## src/rtl/tour_cmd_seq.sv

```systemverilog
// rtl/tour_cmd_seq.sv - tour command sequencer: UART mux, stored-move replay, abort and optional watchdog
// Optional TOUR_TIMEOUT_EN adds a send_resp watchdog of TO_CYCLES clocks.
module tour_cmd_seq #(
    parameter int          NUM_MOVES = 24,
    parameter int          IDX_W     = $clog2(NUM_MOVES),
    parameter logic [3:0]  ABORT_OPC = 4'hF,
    parameter int          TO_CYCLES = 50_000_000
) (
    input  logic             clk,
    input  logic             rst_n,
    input  logic             start_tour,
    input  logic [7:0]       move,
    output logic [IDX_W-1:0] mv_indx,
    input  logic [15:0]      cmd_UART,
    input  logic             cmd_rdy_UART,
    input  logic             clr_cmd_rdy,
    input  logic             send_resp,
    output logic [15:0]      cmd,
    output logic             cmd_rdy,
    output logic [7:0]       resp,
    output logic             tour_busy,
    output logic             tour_err
);

    typedef enum logic [2:0] {IDLE, LD_V, WT_V, LD_H, WT_H} state_t;

    localparam logic [15:0] VERT [0:7] = '{16'h4002, 16'h4002, 16'h4001, 16'h47F1,
                                           16'h47F2, 16'h47F2, 16'h47F1, 16'h4001};
    localparam logic [15:0] HORZ [0:7] = '{16'h5BF1, 16'h53F1, 16'h53F2, 16'h53F2,
                                           16'h53F1, 16'h5BF1, 16'h5BF2, 16'h5BF2};

    state_t      state, nxt_state;
    logic [2:0]  sel;
    logic [15:0] vert, horz;
    logic        tour_rdy, last, abort, timeout, stop;

    assign last  = (mv_indx == IDX_W'(NUM_MOVES - 1));
    assign abort = (state != IDLE) && cmd_rdy_UART && (cmd_UART[15:12] == ABORT_OPC);
    assign stop  = abort || timeout;

`ifdef TOUR_TIMEOUT_EN
    logic [25:0] wd;
    logic        in_wt;

    assign in_wt   = (state == WT_V) || (state == WT_H);
    assign timeout = in_wt && (wd == 26'(TO_CYCLES - 1));

    always_ff @(posedge clk or negedge rst_n) begin
        if (!rst_n)
            wd <= '0;
        else if (in_wt && !timeout)
            wd <= wd + 26'd1;
        else
            wd <= '0;
    end
`else
    // Parameter kept for interface compatibility; always false without the watchdog.
    assign timeout = (TO_CYCLES < 0);
`endif

    // Lowest set bit of the one-hot move selects the table entry.
    always_comb begin
        sel = 3'd0;
        casez (move)
            8'b???????1: sel = 3'd0;
            8'b??????10: sel = 3'd1;
            8'b?????100: sel = 3'd2;
            8'b????1000: sel = 3'd3;
            8'b???10000: sel = 3'd4;
            8'b??100000: sel = 3'd5;
            8'b?1000000: sel = 3'd6;
            8'b10000000: sel = 3'd7;
            default:     sel = 3'd0;
        endcase
        vert = (move == 8'h00) ? 16'h8000 : VERT[sel];
        horz = (move == 8'h00) ? 16'h8000 : HORZ[sel];
    end

    always_ff @(posedge clk or negedge rst_n) begin
        if (!rst_n)
            state <= IDLE;
        else
            state <= nxt_state;
    end

    always_comb begin
        nxt_state = state;
        case (state)
            IDLE: if (start_tour)  nxt_state = LD_V;
            LD_V: if (clr_cmd_rdy) nxt_state = WT_V;
            WT_V: if (send_resp)   nxt_state = LD_H;
            LD_H: if (clr_cmd_rdy) nxt_state = WT_H;
            WT_H: if (send_resp)   nxt_state = last ? IDLE : LD_V;
            default:               nxt_state = IDLE;
        endcase
        if (stop)
            nxt_state = IDLE;
    end

    always_comb begin
        cmd       = cmd_UART;
        tour_rdy  = 1'b0;
        tour_busy = 1'b1;
        resp      = last ? 8'hA5 : 8'h5A;
        case (state)
            IDLE: begin
                tour_busy = 1'b0;
                resp      = tour_err ? 8'hC3 : 8'hA5;
            end
            LD_V: begin
                cmd      = vert;
                tour_rdy = !clr_cmd_rdy;
            end
            WT_V: cmd = vert;
            LD_H: begin
                cmd      = horz;
                tour_rdy = !clr_cmd_rdy;
            end
            WT_H: cmd = horz;
            default: ;
        endcase
    end

    // mv_indx is left untouched on abort so the failing move can be inspected.
    always_ff @(posedge clk or negedge rst_n) begin
        if (!rst_n) begin
            mv_indx  <= '0;
            cmd_rdy  <= 1'b0;
            tour_err <= 1'b0;
        end else begin
            if (state == IDLE) begin
                cmd_rdy <= cmd_rdy_UART;
                if (start_tour) begin
                    mv_indx  <= '0;
                    tour_err <= 1'b0;
                end
            end else if (stop) begin
                cmd_rdy  <= 1'b0;
                tour_err <= 1'b1;
            end else begin
                cmd_rdy <= tour_rdy;
                if (state == WT_H && send_resp && !last)
                    mv_indx <= mv_indx + 1'b1;
            end
        end
    end

endmodule

```

## config.mk

```make
export PLATFORM = sky130hd
export DESIGN_NAME = tour_cmd_seq
export DESIGN_NICKNAME = d
export VERILOG_FILES = /design/src/rtl/tour_cmd_seq.sv
export SDC_FILE = /design/constraint.sdc
export NUM_CORES = 1
export LEC_CHECK = 0
export CORE_ASPECT_RATIO = 2
export CORE_MARGIN = 4
export CORE_UTILIZATION = 35
export CTS_BUF_LIST = sky130_fd_sc_hd__clkbuf_8
export DETAILED_ROUTE_END_ITERATION = 10
export GPL_TIMING_DRIVEN = 0
export PLACE_DENSITY = 0.79
export RECOVER_POWER = 50
export SLEW_MARGIN = 25
export SYNTH_ARGS = -nofsm -noshare
export SYNTH_HDL_FRONTEND = slang
export SYNTH_SLANG_ARGS = --single-unit
```

## constraint.sdc

```tcl
create_clock -name clk -period 1.85 [get_ports clk]
set_clock_uncertainty 0.2 [all_clocks]
set_input_delay 0.4625 -clock clk [delete_from_list [all_inputs] [get_ports clk]]
set_output_delay 0.4625 -clock clk [all_outputs]
set_load 0.01 [all_outputs]
```

==> run metrics, run 1 <==
status=complete, but fails checks; failing checks=negative setup slack; HP Class=flop to flop; Seq/Total Area, Yosys=24.1%; count of final setup violators=30; register bit count reported by yosys=10; Sink Count=10; Tmin final=2.52 ns; DR vias/cell=5.92; # hold bufs at CTS=0; crit path launch type=input port; Max Transition Viols Final=0; Worst Path Required=between 1 and 1.5 ns; Netlist cell types=48; area leader, netlist=dfrtp_1; DR iter-0 viols=36; fin crit share=136%; Post-Route Utilization=84.6%; Hold Path End=tour_err; syn_nets=162; detailed-route via count=1,552; Avg WL per Cell=21.7 µm; syn avg cell area=7.94 µm²; Pwr Density=1740 mW/mm²; vias in the first global route=1,574; H-tree Lvls=1; synth top area cells=dfrtp_1 (24%), nand2_1 (5.8%), a21o_2 (5.1%); port buffer count=61; CTS Buf Count=3; clk slew on worst S/H paths=0.05 ns; RePlAce Congestion=roughly 0.94; synthesis-to-finish area growth=128%; most frequent cell after synthesis=nand2_1; Detailed Routing Iterations Pass 1=4; register area=roughly 250 µm²; WP data arrival=approximately 1.9 ns; CTS tree=done; Critical Path Start=move[2]; Synth async-reset ratio=100%; max cap viols=0; area used by multi-input combinational logic=945 µm²; die height=85.1 µm; setup slack after layout=-0.672 ns; hold depth=1; Initial Util=a little under two fifths; Ys Warns=0; Slew HR=68.2%; Critical R2R Launch=state[0]; Leak=~1.1 nW; gr ovfl total=0; post-synthesis instance total=roughly 130; first-pass GRT wire length=between 7000 and 8000 µm; DP Area=0.00174 mm²; fillers=153; measured slew at the worst slew-check pin=0.475 ns; deepest clock path buffer count=2; Die Footprint=0.00396 mm²; crit end category=output port; RR Endpoint=mv_indx[4]; kind of critical path=input port to output port; unrepaired setup endpoints after global routing=true; Synth top cells by count=nand2_1 (16), nor2_1 (11), dfrtp_1 (10), o21ai_0 (10), a21oi_1 (9); clk_lat worst skew=0.24 ns; GRT Total Usage=25.1%; Final ANT Viol Nets=0; initial antenna violation count=0; most used cell, CP=buf_6; final hold slack=0.365 ns; DRC Markers=0; share of the synthesized area in the top cell type=24.1%; Finished Cell Area=~0.0024 mm²; Hold Violations, Final=0; ys flop type=dfrtp_1; Mapped Area=around 0.0010 mm²; total power=4.12 mW; Antenna Cells=0; Worst R2R Setup Slack=-0.12 ns; Peak VDD IR=1.20 mV; critical path's slowest cell=nor4_4; share of layout cells above drive strength 1=between 50% and 60%; Hold Path Origin=tour_err; die width=46.5 µm; Root Buffer=clkbuf_8; fmax=396 MHz; largest net degree at the start of global routing=11; Critical Path Fanout Max=3; post-DP HPWL=2860 µm; R2R cell count=8; crit-path cells=buf_8, buf_6, nor4_4, nand2_2, buf_6, nor3b_1, o31a_1, buf_2; NumNets Final=265; Worst path max stage delay=about 0.32 ns; drt total wl=5700 µm; I/O pin cnt=62; EDFF count, synth=0; # rows=27; area of the core=about 0.0028 mm²
power by group:
part           total [mW]  leakage, nW  internal (mW)  switching, mW
Clock               0.281       0.0288          0.188         0.0933
Sequential          0.367        0.129          0.282         0.0855
Combinational        3.47        0.915           1.92           1.55
logic make-up after synthesis:
group,count (synthesis),share of synthesized area (%)
flip-flops,10,24.1
multiplexers,3,3.01
XOR/XNOR,2,1.69
AND/OR/NAND/NOR,59,34.1
adder cells (fa/ha/maj),1,1.20
buffers and inverters,15,8.91
AO/OA/AOI/OAI,41,27.1
metal layers:
layer	share of wire, %	routed length, µm	vias to the layer above	global-route usage (%)
met5	0	0	-	0
met4	6.2	353	0	14.0
met1	33	1900	732	24.9
li1	-	-	682	-
met3	7.4	420	34	3.61
met2	53	3020	104	45.4
flip-flops by register name (all words and copies together) (netlist names):
signal    flops
tour_err      1
cmd_rdy       1
mv_indx       5
state         3
what timing repair did:
item                       CTS  global route
pin swaps                   15            17
setup buffers               28            12
resized for setup          173            65
setup endpoints to repair   35            30
cloned                       0             1
final cells by class:
type                    instances  share of cell area (%)
repair buffers                 99                    40.6
well taps                      29                    1.53
plain buffers                   9                    4.01
inverters                       5                    1.00
clock buffers                   4                    2.32
flip-flops and latches         10                    10.7
multi-input cells             106                    39.8
layout by cell type, fill, tap and decap left out, types with 3 or more instances in the layout:
cell	synthesis	final
buf_6	2	43
clkdlybuf4s50_1	0	21
buf_4	5	20
nand2_1	16	12
buf_2	2	8
o21ai_0	10	7
nor2_1	11	7
dfrtp_1	10	7
dlygate4sd2_1	0	5
nor2_4	0	4
a21oi_1	9	4
buf_8	0	4
a21o_2	6	4
clkbuf_8	0	4
clkbuf_2	0	3
nor4_4	2	3
nand2_2	2	3
a21oi_2	0	3
and2_4	0	3
nand4_1	3	3
dfrtp_2	0	3
critical path, delay by kind of cell:
family / cells / cell delay, ns
simple gates: 3 / 0.63
buf+inv: 4 / 0.53
compound gates: 1 / 0.24
through the flow:
step,std cells,setup TNS [ns],setup slack [ns]
after floorplan,131,-1.73,-0.208
after global placement,221,-23.43,-1.34
after detailed placement,221,-24.13,-1.35
after CTS,252,-12.26,-0.641
after global routing,262,-13.89,-0.712
final,262,-12.73,-0.672
how the worst max path moves through the flow:
| stage | to | slack [ns] | cells past startpoint |
|---|---|---|---|
| 5_1_grt | cmd[7] | -0.71 | 8 |
| 4_1_cts | cmd[7] | -0.64 | 9 |
| 2_1_floorplan | cmd[0] | -0.21 | 4 |
| 6_report | cmd[0] | -0.67 | 8 |
| 3_5_place_dp | cmd[4] | -1.35 | 7 |
| 3_3_place_gp | cmd[4] | -1.34 | 7 |
No activity file was read; power rests on OpenSTA's default activity.
==> run 2, diff against run 1 <==
CORE_UTILIZATION = 40   (was 35)
PLACE_DENSITY = 0.85   (was 0.79)
TNS_END_PERCENT = 100   (was not set)
clock period = 3.2 ns   (was 1.85 ns; I/O delays follow)
==> run metrics, run 2 (synthesized netlist as in run 1, its figures left out) <==
status=finished, final reports clean (was complete, but fails checks); Critical R2R Launch=mv_indx[0] (was state[0]); WP data arrival=2.14 ns (was 1.86 ns); Regs by FF count=mv_indx x5, state x3 (unchanged); Worst path max stage delay=0.28 ns (was 0.32 ns); Max Transition Viols Final=0 (unchanged); commonest non-fill, non-tap cells in the layout=clkdlybuf4s50_1 (31), nand2_1 (15), buf_2 (14), buf_4 (12), nor2_1 (11) (was buf_6 (43), clkdlybuf4s50_1 (21), buf_4 (20), nand2_1 (12), buf_2 (8)); Worst R2R Setup Slack=0.99 ns (was -0.12 ns); setup slack after layout=0.0616 ns (was -0.672 ns); crit-path cells=dlygate4sd2_1, nor2_1, o31ai_1, nand2_1, a22o_1, o31a_1, buf_2 (was buf_8, buf_6, nor4_4, nand2_2, buf_6, nor3b_1, o31a_1, buf_2); Worst Path Required=2.20 ns (was 1.19 ns); Largest register FFs=5 (unchanged); HP Class=flop to flop (unchanged); NumNets Final=236 (was 265); clk_lat worst skew=0.24 ns (about the same); # rows=25 (was 27); Top reg by flops=mv_indx (unchanged); DR iter-0 viols=36 (unchanged); fillers=194 (was 153); deepest clock path buffer count=2 (unchanged); dpl cells=219 (was 221); Avg WL per Cell=16.2 µm (was 21.7 µm); TNS Setup=0 ns (was -12.73 ns); Sink Count=10 (unchanged); pre-CTS WS=-0.710 ns (was -1.35 ns); first-pass GRT wire length=5980 µm (was 7390 µm); die width=44.1 µm (was 46.5 µm); Layout Cells excl Fill=231 (was 262); fmax=319 MHz; vias in the first global route=1,321 (was 1,574); measured slew at the worst slew-check pin=0.784 ns (was 0.475 ns); clk slew on worst S/H paths=0.05 ns (about the same); # hold bufs at CTS=0 (unchanged); Post-Route Utilization=72.2% (was 84.6%); RR Endpoint=mv_indx[2] (was mv_indx[4]); Critical Path Fanout Max=4 (was 3); Peak VDD IR=0.483 mV (was 1.20 mV); Pwr Density=849 mW/mm² (was 1740 mW/mm²); Detailed Routing Iterations Pass 1=4 (unchanged); Root Buffer=clkbuf_8 (unchanged); CTS tree=done (unchanged); Antenna Cells=0 (unchanged); Die Footprint=0.00353 mm² (was 0.00396 mm²); max cap viols=0 (unchanged); area of the core=0.00244 mm² (was 0.00280 mm²); fin crit share=98.1%; Critical Path Start=move[7] (was move[2]); die height=80.1 µm (was 85.1 µm); leading cell type in the layout, fill and taps excluded=clkdlybuf4s50_1 (was buf_6); port buffer count=61 (unchanged); share of layout cells above drive strength 1=30.9% (was 58.8%); DRC Markers=0 (unchanged); Tmin final=between 3 and 4 ns; RePlAce Congestion=0.860 (was 0.939); detailed-route via count=1,318 (was 1,552); Initial Util=42.6% (was 37.1%); crit end category=output port (unchanged); Final ANT Viol Nets=0 (unchanged); kind of critical path=input port to output port (unchanged); Leak=0.823 nW (was 1.07 nW); crit path launch type=input port (unchanged); count of final setup violators=0 (was 30); gr ovfl total=0 (unchanged); post-DP HPWL=2820 µm (was 2860 µm); synthesis-to-finish area growth=69.4% (was 128%); final hold slack=0.311 ns (was 0.365 ns); DR vias/cell=5.71 (was 5.92); I/O pin cnt=62 (unchanged); critical path's slowest cell=dlygate4sd2_1 (was nor4_4); R2R cell count=6 (was 8); drt total wl=3750 µm (was 5700 µm); Slew HR=47.2% (was 68.2%); GRT Total Usage=22.2% (was 25.1%); largest net degree at the start of global routing=11 (unchanged); H-tree Lvls=1 (unchanged); end point of the critical path=cmd[0] (unchanged); unrepaired setup endpoints after global routing=false (was true); Hold Violations, Final=0 (unchanged); CTS Buf Count=3 (unchanged); initial antenna violation count=0 (unchanged)
==> run 2: cell types whose count changed in the layout (fill, tap and decap cells not counted), moves of 4 or more <==
cell,change
nor2_1,+4
buf_2,+6
buf_4,-8
buf_6,-40
nor2_4,-4
clkdlybuf4s50_1,+10
dlygate4sd3_1,+8
buf_8,-4
==> run 2: worst max-delay path: cells and delay by family <==
kind | cells | cell delay, ns
compound gates | 3 | 0.68
buf+inv | 2 | 0.42
simple gates | 2 | 0.23
==> run 2: power breakdown <==
group | leakage [nW] | total (mW) | internal [mW] | switching (mW)
registers | 0.133 | 0.197 | 0.159 | 0.0377
logic | 0.661 | 1.14 | 0.575 | 0.565
clock network | 0.0288 | 0.158 | 0.108 | 0.0501
==> run 2: how the worst min path moves through the flow <==
stage | cells after the start | slack, ns | endpoint | from
2_1_floorplan | 0 | 0.30 | cmd_rdy | rst_n
3_3_place_gp | 1 | 0.31 | tour_err | tour_err
3_5_place_dp | 1 | 0.31 | tour_err | tour_err
4_1_cts | 1 | 0.32 | tour_err | tour_err
5_1_grt | 1 | 0.34 | tour_err | tour_err
6_report | 1 | 0.31 | tour_err | tour_err
==> run 2: final cells by class <==
class	instances	area, µm²	area share [%]
multi-input cells	106	739	42.0
inverters	5	18.8	1.07
plain buffers	10	73.8	4.19
repair buffers	69	591	33.5
clock buffers	4	55.1	3.12
well taps	27	33.8	1.92
flip-flops and latches	10	250	14.2
==> run 2: timing repair <==
action,4_1_cts,5_1_grt
gates resized for setup,57,26
pin swaps,6,7
setup endpoints to repair,16,16
buffers inserted,8,1
==> run 2: through the flow <==
stage                     instance area, µm²  power (mW)
after floorplan                         1040       0.848
after global placement                  1680        1.39
after detailed placement                1680        1.42
after CTS                               1800        1.55
after global routing                    1760        1.62
final                                   1760        1.50
==> run 2: layer usage <==
metal  share of wire, %  track usage, %  wire length [µm]  up-vias
met5                  0               0                 0        -
met4                3.4            13.0               129        0
met3                7.6            2.69               286       14
met2                 55            41.2              2060       74
met1                 34            22.3              1270      608
li1                   -               -                 -      622
